[src/rtl/store_to_fetch_arbiter.sv]
// Round-robin arbiter funnelling NUM_REQ one-deep hold registers into the
// single store-to-fetch mailbox slot; the slot is only loaded when empty or popping.
module store_to_fetch_arbiter #(
  parameter int unsigned NUM_REQ = 4,
  parameter int unsigned PKT_W   = 64,
  parameter int unsigned SRC_W   = $clog2(NUM_REQ)
) (
  input  logic                       clk,
  input  logic                       reset,
  input  logic [NUM_REQ-1:0]         req_valid,
  input  logic [NUM_REQ*PKT_W-1:0]   req_pkt,
  output logic [NUM_REQ-1:0]         req_ready,
  input  logic                       flush,
  output logic                       can_receive,
  output logic [PKT_W-1:0]           data,
  output logic [SRC_W-1:0]           data_src,
  input  logic                       fetch_recv,
  output logic                       err_underflow
);

  localparam int unsigned LAST_IDX = NUM_REQ - 1;

  // Per-requester hold registers
  logic [NUM_REQ-1:0] hold_valid_q, hold_valid_d;
  logic [PKT_W-1:0]   hold_pkt_q [NUM_REQ];
  logic [PKT_W-1:0]   hold_pkt_d [NUM_REQ];

  // Mailbox slot and arbitration state
  logic               slot_full_q, slot_full_d;
  logic [PKT_W-1:0]   slot_pkt_q, slot_pkt_d;
  logic [SRC_W-1:0]   slot_src_q, slot_src_d;
  logic [SRC_W-1:0]   rr_ptr_q, rr_ptr_d;
  logic               err_q, err_d;

  // Arbitration scratch
  logic               found;
  logic [SRC_W-1:0]   win;
  logic [SRC_W-1:0]   idx_s;
  int unsigned        idx;
  logic               pop;
  logic               slot_free;

  assign req_ready     = ~hold_valid_q & {NUM_REQ{~flush}};
  assign can_receive   = slot_full_q;
  assign data          = slot_pkt_q;
  assign data_src      = slot_src_q;
  assign err_underflow = err_q;

  // Winner search starting at rr_ptr, wrapping by explicit compare so
  // non-power-of-two NUM_REQ never visits an out-of-range index.
  always_comb begin
    found = 1'b0;
    win   = '0;
    idx   = 0;
    idx_s = '0;
    for (int unsigned k = 0; k < NUM_REQ; k++) begin
      idx = 32'(rr_ptr_q) + k;
      if (idx > LAST_IDX) begin
        idx = idx - NUM_REQ;
      end
      idx_s = SRC_W'(idx);
      if (!found && hold_valid_q[idx_s]) begin
        found = 1'b1;
        win   = idx_s;
      end
    end
  end

  // Next-state: underflow, flush, load/pop, then independent accepts
  always_comb begin
    hold_valid_d = hold_valid_q;
    hold_pkt_d   = hold_pkt_q;
    slot_full_d  = slot_full_q;
    slot_pkt_d   = slot_pkt_q;
    slot_src_d   = slot_src_q;
    rr_ptr_d     = rr_ptr_q;
    err_d        = err_q;

    pop       = fetch_recv && slot_full_q;
    slot_free = !slot_full_q || pop;

    if (fetch_recv && !slot_full_q) begin
      err_d = 1'b1;
    end

    if (flush) begin
      hold_valid_d = '0;
      slot_full_d  = 1'b0;
    end else begin
      if (slot_free && found) begin
        slot_pkt_d        = hold_pkt_q[win];
        slot_src_d        = win;
        slot_full_d       = 1'b1;
        hold_valid_d[win] = 1'b0;
        rr_ptr_d          = (win == SRC_W'(LAST_IDX)) ? '0 : win + 1'b1;
      end else if (pop) begin
        slot_full_d = 1'b0;
      end

      // A requester being loaded this cycle had req_ready low, so no conflict
      for (int unsigned i = 0; i < NUM_REQ; i++) begin
        if (req_valid[i] && req_ready[i]) begin
          hold_valid_d[i] = 1'b1;
          hold_pkt_d[i]   = req_pkt[i*PKT_W +: PKT_W];
        end
      end
    end
  end

  always_ff @(posedge clk) begin
    if (reset) begin
      hold_valid_q <= '0;
      for (int unsigned i = 0; i < NUM_REQ; i++) begin
        hold_pkt_q[i] <= '0;
      end
      slot_full_q <= 1'b0;
      slot_pkt_q  <= '0;
      slot_src_q  <= '0;
      rr_ptr_q    <= '0;
      err_q       <= 1'b0;
    end else begin
      hold_valid_q <= hold_valid_d;
      hold_pkt_q   <= hold_pkt_d;
      slot_full_q  <= slot_full_d;
      slot_pkt_q   <= slot_pkt_d;
      slot_src_q   <= slot_src_d;
      rr_ptr_q     <= rr_ptr_d;
      err_q        <= err_d;
    end
  end

endmodule

[config.mk]
export PLATFORM = sky130hd
export DESIGN_NAME = store_to_fetch_arbiter
export DESIGN_NICKNAME = d
export VERILOG_FILES = /design/src/rtl/store_to_fetch_arbiter.sv
export SDC_FILE = /design/constraint.sdc
export NUM_CORES = 1
export LEC_CHECK = 0
export CORE_MARGIN = 8
export CORE_UTILIZATION = 45
export CTS_BUF_LIST = sky130_fd_sc_hd__clkbuf_8
export CTS_CLUSTER_DIAMETER = 40
export DETAILED_ROUTE_END_ITERATION = 12
export DONT_BUFFER_PORTS = 1
export PLACE_DENSITY_LB_ADDON = 0.1
export SETUP_SLACK_MARGIN = 0.4
export SLEW_MARGIN = 10
export SYNTH_ARGS = -nofsm -noshare
export SYNTH_HDL_FRONTEND = slang
export SYNTH_SLANG_ARGS = --single-unit
[constraint.sdc]
create_clock -name clk -period 4.1 [get_ports clk]
set_input_delay 0.82 -clock clk [delete_from_list [all_inputs] [get_ports clk]]
set_output_delay 0.82 -clock clk [all_outputs]
set_load 0.02 [all_outputs]
**Yosys cells after proc, flatten, opt, wreduce, memory -nomap -nowiden**

Cells that the tools add are included.

- Register bits: 330
- Latch bits: 0
- Memory bits (writable): 0
- Memory bits (read-only): 0
- Bits of input ports: 264
- Memories: 0

- Add/subtract/negate cells: 8
- $mul: 0
- Divide/modulo/power cells: 0
- $lt $le $gt $ge: 11
- Equal/unequal tests: 1
- Shifts and indexed selects: 0
- Multiplexer cells: 33
- Bitwise operators: 6
- Reductions and logical operators: 27

Operators by type and width:

| cell | count |
|---|---|
| binary-select mux 64 bit (select 2 bit) | 1 |
| two-way mux 64 bit | 2 |
| two-way mux 2 bit | 9 |
| < comparator 2 x 3 -> 1 bit, second input constant | 5 |
| two-way mux 1 bit | 15 |
| logical AND 1 bit | 11 |
| AND reduction 2 bit | 5 |
| nonzero test 2 bit | 5 |
| greater-than comparator 3 x 2 -> 1 bit, second input constant | 3 |
| AND 4 bit | 2 |
| binary-select mux 1 bit (select 2 bit) | 4 |
| NOT 4 bit | 2 |
| subtractor 2 x 1 -> 2 bit, second input constant | 4 |
| adder 2 x 2 -> 3 bit, second input constant | 2 |
| logical NOT 1 bit | 4 |
| two-way mux 4 bit | 1 |
| adder 2 x 1 -> 3 bit, second input constant | 1 |
| >= comparator 3 bit, second input constant | 1 |
| NOT 2 -> 3 bit | 1 |
| adder 2 x 1 -> 2 bit, second input constant | 1 |
| demux 1 bit (select 2 bit) | 1 |
| equality test 2 bit, second input constant | 1 |
| >= comparator 2 x 1 -> 1 bit, second input constant | 1 |
| greater-than comparator 2 bit, second input constant | 1 |
| other kinds (3) | 3 |

**Logic depth before layout (Yosys ltp)**

Gate-level depths: netlist of run 1.

- Depth in word-level cells: 22
- Depth in mapped cells: 11
- Gate-level depth less buffers: 8

**Least setup slack after synthesis of run 1**

No wires, ideal clock.

- Path type: input to register
- From: input flush
- To: register hold_pkt_q[118] in the netlist's numbering
- Library setup time: 70 ps
- Data arrival time: 2083 ps
- Required time: 4030 ps
- Path slack: 1947 ps
- Cell stages on the path: 6
- Path buffers: 2
- Cells stage by stage: nor2_1 -> and2_1 -> clkbuf_1 -> clkbuf_1 -> nand2_1 -> a21oi_1

- Cells in the longest elaborated chain, start to end: 4

RTL lines:

| what | line | source |
|---|---|---|
| start: declaration | 13 | `input logic flush,` |
| NOT 1 bit (no line) (*) | -- |  |
| AND 4 bit | 43 | `assign req_ready = ~hold_valid_q & {NUM_REQ{~flush}};` |
| logical AND 1 bit | 102 | `if (req_valid[i] && req_ready[i]) begin` |
| AND reduction 2 bit (no line) (*) | -- |  |
| end signal: assignment | 123 | `hold_pkt_q <= hold_pkt_d;` |
| end: declaration | 25 | `logic [PKT_W-1:0] hold_pkt_q [NUM_REQ];` |

Every way passes the cells marked *; elsewhere a longest branch is shown, timed or not.
A chain may end at the register's enable or synchronous reset.

**Final worst setup path of run 1**

- From: register hold_valid_q[3]
- To: register slot_pkt_q[48] (netlist: data[48])

- Cells in the longest elaborated chain, start to end: 16

RTL lines:

| what | line | source |
|---|---|---|
| start: declaration | 24 | `logic [NUM_REQ-1:0] hold_valid_q, hold_valid_d;` |
| start signal: assignment | 122 | `hold_valid_q <= hold_valid_d;` |
| binary-select mux 1 bit (select 2 bit) | 62 | `if (!found && hold_valid_q[idx_s]) begin` |
| two-way mux 1 bit (not written as such) | 62 |  |
| two-way mux 1 bit | 62 |  |
| logical NOT 1 bit | 62 |  |
| logical AND 1 bit | 62 |  |
| two-way mux 1 bit | 62 |  |
| logical NOT 1 bit | 62 |  |
| logical AND 1 bit | 62 |  |
| two-way mux 1 bit | 62 |  |
| logical NOT 1 bit | 62 |  |
| logical AND 1 bit | 62 |  |
| two-way mux 2 bit | 62 |  |
| NOT 2 -> 3 bit (not written as such) | 91 | `slot_pkt_d = hold_pkt_q[win];` |
| binary-select mux 64 bit (select 2 bit) | 91 |  |
| two-way mux 64 bit (not written as such) (2 in a row) | 91 |  |
| end signal: assignment | 125 | `slot_pkt_q <= slot_pkt_d;` |
| end: declaration | 30 | `logic [PKT_W-1:0] slot_pkt_q, slot_pkt_d;` |

Several ways; a longest one is shown, not always the timed one. The select of a mux whose other input is x is not followed.

==> flow_summary.toml, run 1 <==
[die]
die_h_um = 191.5
ios = 336
start_util_pct = 45.56
die_w_um = 191.5
die_area_sq_um = 36680
coreArea_sq_um = 30430
rows = 64

[clocking]
cts_sinks = 330
cts_root_buf = "clkbuf_8"
postCtsSetupRepairBufs = 0
cts_max_level = 2
cts_resized = 0
cts_tree = "done"
clk_pin_slew_ns = 0.06
cts_buffer_depth = 3
clkLatencyLatePin_ns = 0.59
numCtsBuffers = 57
cts_hold_buf = 0

[yosys]
synth_top_flop_cell = "dfxtp_1"
syn_area_sq_um = 13860
synth-seq-cells = 330
synth_edf_count = 0
synth.distinct_cells = 33
ys.warnings.count = 0
synth-async-reset-ratio_pct = 0
syn-num-nets = 2094
netlist_instances = 1829
ys_seq_area_share_pct = 47.65
syn_area_per_cell_sq_um = 7.580

[finish]
stdcell_count = 2192
layout_commonest_cell = "nand2_1"
final_cell_mix = "nand2_1 (580), dfxtp_1 (329), a21oi_1 (328)"
final_nets = 2019
drive_above_1_share_pct = 7.183
area_growth_pct = 9.837
diodes = 0
fin_area_sq_um = 15230

[route]
wl_per_cell_um = 20.82
dr_wl_met2_mm = 21.26
drtAntennaViolNets = 0
drc_errors = 0
wirelength_met1_mm = 19.27
route.met3.wl_mm = 4.122
wl_mm = 45.64
dr.max_layer_used = "met5"
via_per_inst = 5.621
drt_iter0_markers = 789
vias = 12320
dr.pass1.iters = 5

[sta]
slew_viol_final = 0
finalSetupViolCount = 0
setup_ws_ns = 1.326
post-route-period-util_pct = 67.66
slew_headroom_pct = 11.10
fin_crit_ns = 2.774
hold_ws_ns = 0.3365
clock_skew_ns = 0.02354
hold_viol_final = 0
max_slew.worst_pin.slew_ns = 1.333
max_freq_mhz = 360.5
setup_tns_ns = 0
rsz0062_at_grt = "false"

[run]
maxCapViolations = 0

[worst_hold_path]
min-delay-start = "reset"
hp-class = "input pin to flip-flop"
hold-path-endpoint = "hold_pkt_q[68]"
min_path_cells = 1

[critical_path]
critical_path_arrival_ns = 3.29
critPathLaunchType = "flip-flop"
rr_startpoint = "hold_valid_q[3]"
r2r_end = "data[48]"
cp-end-kind = "flip-flop"
crit_fanout = 71
worstPathRequired_ns = 4.62
rrSetupSlack_ns = 1.33
r2r.worst_path.cells = 6
criticalPathCategory = "flip-flop to flip-flop"

[global_route]
overflow = 0
grt_pass1_vias = 12180
antenna_found_initial = 2
grt_pass1_wl_mm = 69.74
grt_start_max_net_pins = 327
track_usage_pct = 23.99

[place]
placed_cells = 2091
port_buffers = 0
post_dp_cell_area_sq_um = 14020
dp_slack_ns = 1.331
dp_hpwl_mm = 29.10
gp_congestion = 0.7754

[power]
vdd_drop_max_v = 0.0002693
leakage_nw = 5.190
powerDensity_nw_per_um2 = 482.2

[outcome]
status = "complete, no violations"
-- power by group --
part | internal (mW) | leakage, nW | switching [mW]
clock network | 1.78 | 0.672 | 1.35
registers | 3.39 | 2.70 | 0.196
logic | 0.220 | 1.82 | 0.405
-- logic make-up (layout without fill, tap and decap cells) --
group | Yosys count | count (layout) | synth area share (%)
adders and majority gates | 1 | 1 | 0.09023
buffers and inverters | 223 | 190 | 6.516
and+or+nand+nor | 804 | 804 | 24.41
DFF | 330 | 330 | 47.65
AOI/OAI and AO/OA | 406 | 406 | 16.64
muxes | 65 | 65 | 4.693
-- sequential cells by signal, summed over array words and instances (netlist names) --
register,cells
hold_pkt_q,256
rr_ptr_q,2
hold_valid_q,4
data_src,2
data,64
can_receive,1
err_underflow,1
-- layer usage --
layer	up-vias	track usage (%)
met5	-	0
li1	5997	-
met3	69	7.625
met4	4	7.342
met1	5857	29.85
met2	395	39.14
-- through the flow --
stage,total power [mW],util (%)
floorplan,4.119,-
global placement,4.266,46.07
detailed placement,4.284,46.07
CTS,7.421,50.05
global route,7.658,50.05
finish,7.344,50.05
-- Yosys cell counts (all sizes together), types with 2 or more instances --
cell type / count / area share, %
dfxtp: 330 / 48
a21o: 2 / 0.11
mux2i: 65 / 4.7
nand4: 64 / 2.9
inv: 68 / 1.9
buf: 43 / 1.6
nand2b: 3 / 0.14
nor2b: 3 / 0.14
clkbuf: 112 / 3.0
nand3: 129 / 4.7
nor2: 13 / 0.35
a211oi: 2 / 0.11
a21oi: 329 / 12
nand2: 584 / 16
o21bai: 2 / 0.11
o2bb2ai: 64 / 4.0
and2: 4 / 0.18
-- layout make-up --
type / instances / area, sq um
Sequential cell: 330 / 6610
Timing Repair Buffer: 21 / 220.2
Clock buffer: 73 / 1005
Inverter: 68 / 260.3
Tap cell: 396 / 495.5
Multi-Input combinational cell: 1276 / 6431
Fill cell: 3060 / 15200
Clock inverter: 28 / 206.4
-- worst max-delay path, cell delays in order (launching register included) --
cell	delay, ns
dfxtp_4	0.92
nor4_2	0.19
or3_2	0.74
buf_4	0.35
a21oi_1	0.24
nand2_1	0.10
o2bb2ai_1	0.15
-- how the worst max path moves through the flow --
stage / depth (start not counted) / startpoint / end / slack (ns)
after global routing: 6 / hold_valid_q[3] / data[48] / 1.14
after global placement: 6 / hold_valid_q[3] / data[44] / 1.38
after detailed placement: 6 / hold_valid_q[3] / data[48] / 1.33
after CTS: 6 / hold_valid_q[3] / data[48] / 1.29
final: 6 / hold_valid_q[3] / data[48] / 1.33
after floorplan: 6 / flush / hold_pkt_q[118] / 1.95
Note: power is estimated with default switching activity, not from simulation.
==> inputs of run 2 (changes only) <==
==> constraint.sdc (replaced) <==
create_clock -name clk -period 2.8 [get_ports clk]
set_input_delay 0.56 -clock clk [delete_from_list [all_inputs] [get_ports clk]]
set_output_delay 0.56 -clock clk [all_outputs]
set_load 0.02 [all_outputs]
==> flow_summary.toml, run 2 (synthesized netlist as in run 1, its figures left out) <==
[outcome]
status = "complete, no violations"

[route]
drtAntennaViolNets = 0
vias = 12280
drt_iter0_markers = 728
wl_mm = 45.81
dr.pass1.iters = 6
via_per_inst = 5.558
wl_per_cell_um = 20.73
drc_errors = 0

[sta]
setup_ws_ns = 0.5865
setup_tns_ns = 0
finalSetupViolCount = 0
hold_ws_ns = 0.05932
slew_headroom_pct = 42.11
rsz0062_at_grt = "false"
slew_viol_final = 0
clock_skew_ns = 0.03131
hold_viol_final = 0
max_slew.worst_pin.slew_ns = 0.8684
post-route-period-util_pct = 79.05
max_freq_mhz = 451.8
fin_crit_ns = 2.213

[global_route]
overflow = 0
grt_pass1_vias = 11960
grt_pass1_wl_mm = 69.27
grt_start_max_net_pins = 327
track_usage_pct = 23.88
antenna_found_initial = 3

[critical_path]
criticalPathCategory = "flip-flop to flip-flop"
worstPathRequired_ns = 3.28
crit_path_top_delay_cell = "dfxtp_1"
critical_path_arrival_ns = 2.69
timing.critical_path.buf_inv = 1
cpPeakStageDelay_ns = 0.50
crit_fanout = 27
critPathTopFamily = "flip-flops"
critPathLaunchType = "flip-flop"
cp-end-kind = "flip-flop"
crit_path_cell_trace = "nor2b_1, o21ba_1, a211o_2, buf_4, mux2i_1, o2bb2ai_1"

[power]
vdd_drop_max_v = 0.0004036
leakage_nw = 5.285
powerDensity_nw_per_um2 = 706.0

[clocking]
cts_sinks = 330
cts_tree = "done"
postCtsSetupRepairBufs = 0
clkLatencyLatePin_ns = 0.59
cts_buffer_depth = 3
cts_max_level = 2
numCtsBuffers = 59
cts_root_buf = "clkbuf_8"
clk_pin_slew_ns = 0.06

[place]
dp_slack_ns = 0.4896
port_buffers = 0
gp_congestion = 0.7914
dp_hpwl_mm = 29.82

[run]
maxCapViolations = 0

[die]
die_area_sq_um = 36680
ios = 336
die_w_um = 191.5
coreArea_sq_um = 30430
die_h_um = 191.5
rows = 64
start_util_pct = 45.56

[finish]
top_register = "hold_pkt_q"
drive_above_1_share_pct = 7.786
final_cell_mix = "nand2_1 (580), dfxtp_1 (329), a21oi_1 (328)"
register_area_sq_um = 6610
largest_reg_flops = 256
fill_cells = 3114
layout_commonest_cell = "nand2_1"
multiInputGateArea_sq_um = 6437
final_nets = 2031
area_growth_pct = 10.79

[worst_hold_path]
hp-class = "input pin to flip-flop"
## run 2: changes by cell type in the layout (fill, tap and decap cells not counted), sizes merged
cell	delta
clkbuf	+7
buf	+10
bufinv	-1
clkinvlp	-3
diode	+3
inv	+3
clkinv	-1
## run 2: where the power goes
group / leakage (nW) / switching [mW] / internal [mW]
sequential: 2.70 / 0.287 / 4.96
combinational: 1.87 / 0.599 / 0.331
clock: 0.720 / 1.95 / 2.71
total: 5.29 / 2.84 / 8.00
## run 2: area by class of cell
class,count,area share [%]
tap,396,3.226
clock inverter,26,1.067
multi-input combinational,1276,41.91
antenna,3,0.04887
inverter,68,1.711
timing repair buffer,31,1.841
sequential,330,43.03
clock buffer,80,7.168
## run 2: timing repair
| action | in CTS | in global routing |
|---|---|---|
| resized for setup | 0 | 2 |
| setup endpoints to repair | 0 | 23 |
| hold buffers | 0 | 0 |
## run 2: worst paths after layout
kind | endpoint | slack, ns | start | cells past startpoint
worst max-delay path | data[58] | 0.59 | hold_valid_q[0] | 6
worst min-delay path | err_underflow | 0.06 | reset | 1
worst max register to register | data[58] | 0.59 | hold_valid_q[0] | 6
worst min register to register | hold_pkt_q[4] | 0.45 | hold_pkt_q[4] | 2
## run 2: through the flow
step                util (%)  power (mW)  area, sq um  instances
floorplan                  -       6.032        13860       1829
global placement       46.27       6.270        14080       2101
detailed placement     46.27       6.293        14080       2101
CTS                    50.43       10.96        15340       2207
global route           50.47       11.32        15360       2209
finish                 50.48       10.84        15360       2210
## run 2: layer usage
layer	vias to the layer above	track usage (%)	share of wire, %
li1	6037	-	-
met1	5783	30.35	43
met2	395	38.68	47
met3	66	7.406	8.6
met4	2	6.513	1.8
met5	-	0	0.028
==> inputs of run 3 (changes only) <==
==> constraint.sdc (replaced) <==
create_clock -name clk -period 1.9 [get_ports clk]
set_input_delay 0.38 -clock clk [delete_from_list [all_inputs] [get_ports clk]]
set_output_delay 0.38 -clock clk [all_outputs]
set_load 0.02 [all_outputs]
==> flow_summary.toml, run 3 (synthesized netlist as in run 1, its figures left out) <==
[outcome]
status = "finished with violations"
violations = "negative hold slack"

[sta]
finalSetupViolCount = 0
setup_tns_ns = 0
hold_viol_final = 179
max_freq_mhz = 574.7
setup_ws_ns = 0.1598
slew_viol_final = 0
hold_ws_ns = -0.1263
clock_skew_ns = 0.03549
rsz0062_at_grt = "true"
max_slew.worst_pin.slew_ns = 0.8583
post-route-period-util_pct = 91.59
fin_crit_ns = 1.740
slew_headroom_pct = 42.78

[die]
die_h_um = 191.5
rows = 64
die_area_sq_um = 36680
ios = 336
coreArea_sq_um = 30430
die_w_um = 191.5
start_util_pct = 45.56

[global_route]
overflow = 0
track_usage_pct = 25.84
antenna_found_initial = 1
grt_pass1_vias = 12650
grt_start_max_net_pins = 327
grt_pass1_wl_mm = 74.61

[route]
wl_per_cell_um = 23.35
via_per_inst = 5.712
drtAntennaViolNets = 0
drc_errors = 0
dr.pass1.iters = 7
drt_iter0_markers = 1173
vias = 13490
wl_mm = 55.12

[place]
port_buffers = 0
gp_congestion = 0.8067
dp_slack_ns = 0.07087
dp_hpwl_mm = 30.24

[clocking]
numCtsBuffers = 58
clkLatencyLatePin_ns = 0.60
cts_buffer_depth = 3
cts_root_buf = "clkbuf_8"
cts_max_level = 2
cts_tree = "done"
cts_sinks = 330
clk_pin_slew_ns = 0.06

[power]
p_int_mw = 11.87
p_switching_mw = 4.561
report.power.total_mw = 16.43
sw_frac_of_total_pct = 27.76
vdd_drop_max_v = 0.0005956
powerDensity_nw_per_um2 = 895.7
pwr-share-comb_pct = 13.0
clockPowerShare_pct = 40.0
seqPwrFrac_pct = 47.0
leakage_nw = 6.623

[finish]
layout_commonest_cell = "nand2_1"
largest_reg_flops = 256
utilization_pct = 60.30
area_growth_pct = 32.34
final_cell_mix = "nand2_1 (521), dfxtp_1 (307), a21oi_1 (255)"
register_area_sq_um = 6645
fill_cells = 2771
final_nets = 2186
top_register = "hold_pkt_q"
drive_above_1_share_pct = 19.40
multiInputGateArea_sq_um = 7177

[worst_hold_path]
hp-class = "input pin to flip-flop"

[critical_path]
crit_path_top_delay_cell = "dfxtp_4"
cp-end-kind = "flip-flop"
critical_path_arrival_ns = 2.20
criticalPathCategory = "flip-flop to flip-flop"
crit_path_cell_trace = "nor2b_4, o21ba_1, a211o_4, inv_12, buf_12, mux2i_4, o2bb2ai_1"
crit_fanout = 8
cpPeakStageDelay_ns = 0.37
critPathLaunchType = "flip-flop"
worstPathRequired_ns = 2.36

[run]
maxCapViolations = 0
==> run 3: through the flow <==
step	hold WS, ns	cell area, sq um	cells
2_1_floorplan	0.4357	13950	1829
3_3_place_gp	0.4387	14460	2118
3_5_place_dp	0.4416	14460	2118
4_1_cts	-0.1581	16670	2299
5_1_grt	-0.1534	18350	2361
6_report	-0.1263	18350	2361
==> run 3: worst max-delay path, delay by kind of cell (launching register included) <==
family                 cells  cell delay [ns]
AO/OA/AOI/OAI              3             0.59
flip-flops                 1             0.37
multiplexers               1             0.23
AND/OR/NAND/NOR            1             0.13
buffers and inverters      2             0.29
==> run 3: worst paths after layout <==
path,from,end,slack (ns),cells after the start
worst max-delay path,hold_valid_q[0],data[5],0.16,7
worst min-delay path,reset,hold_pkt_q[213],-0.13,1
worst max register to register,hold_valid_q[0],data[5],0.16,7
worst min register to register,hold_pkt_q[236],hold_pkt_q[236],0.45,2
==> run 3: routing by layer <==
layer  GRT usage [%]  vias to the layer above  wire length (um)  share of wire [%]
met5               0                        -                 0                  0
met4           8.022                        0              1359                2.5
met3           7.607                      113              5384                9.8
met2           41.52                      596             25410                 46
met1           33.01                     6436             22970                 42
li1                -                     6340                 -                  -
==> run 3: final cells by class <==
class | instances | share of cell area, %
Clock inverter | 29 | 0.8251
Tap cell | 396 | 2.700
Timing Repair Buffer | 187 | 14.12
Inverter | 68 | 1.459
Multi-Input combinational cell | 1276 | 39.11
Sequential cell | 330 | 36.22
Antenna cell | 1 | 0.01364
Clock buffer | 74 | 5.551
==> run 3: power by group through the flow <==
stage	logic (mW)	registers (mW)	clock network, mW
2_1_floorplan	1.15	7.76	0
3_3_place_gp	1.45	7.87	0
3_5_place_dp	1.49	7.87	0
4_1_cts	1.74	7.73	6.64
5_1_grt	2.30	7.77	7.00
6_report	2.14	7.73	6.57
==> run 3: what timing repair did <==
item	4_1_cts	5_1_grt
hold endpoints to repair	286	262
endpoints found under the setup margin	260	191
hold buffers	56	23
setup buffers	15	17
cloned	7	21
resized for setup	54	214
pin swaps	23	69
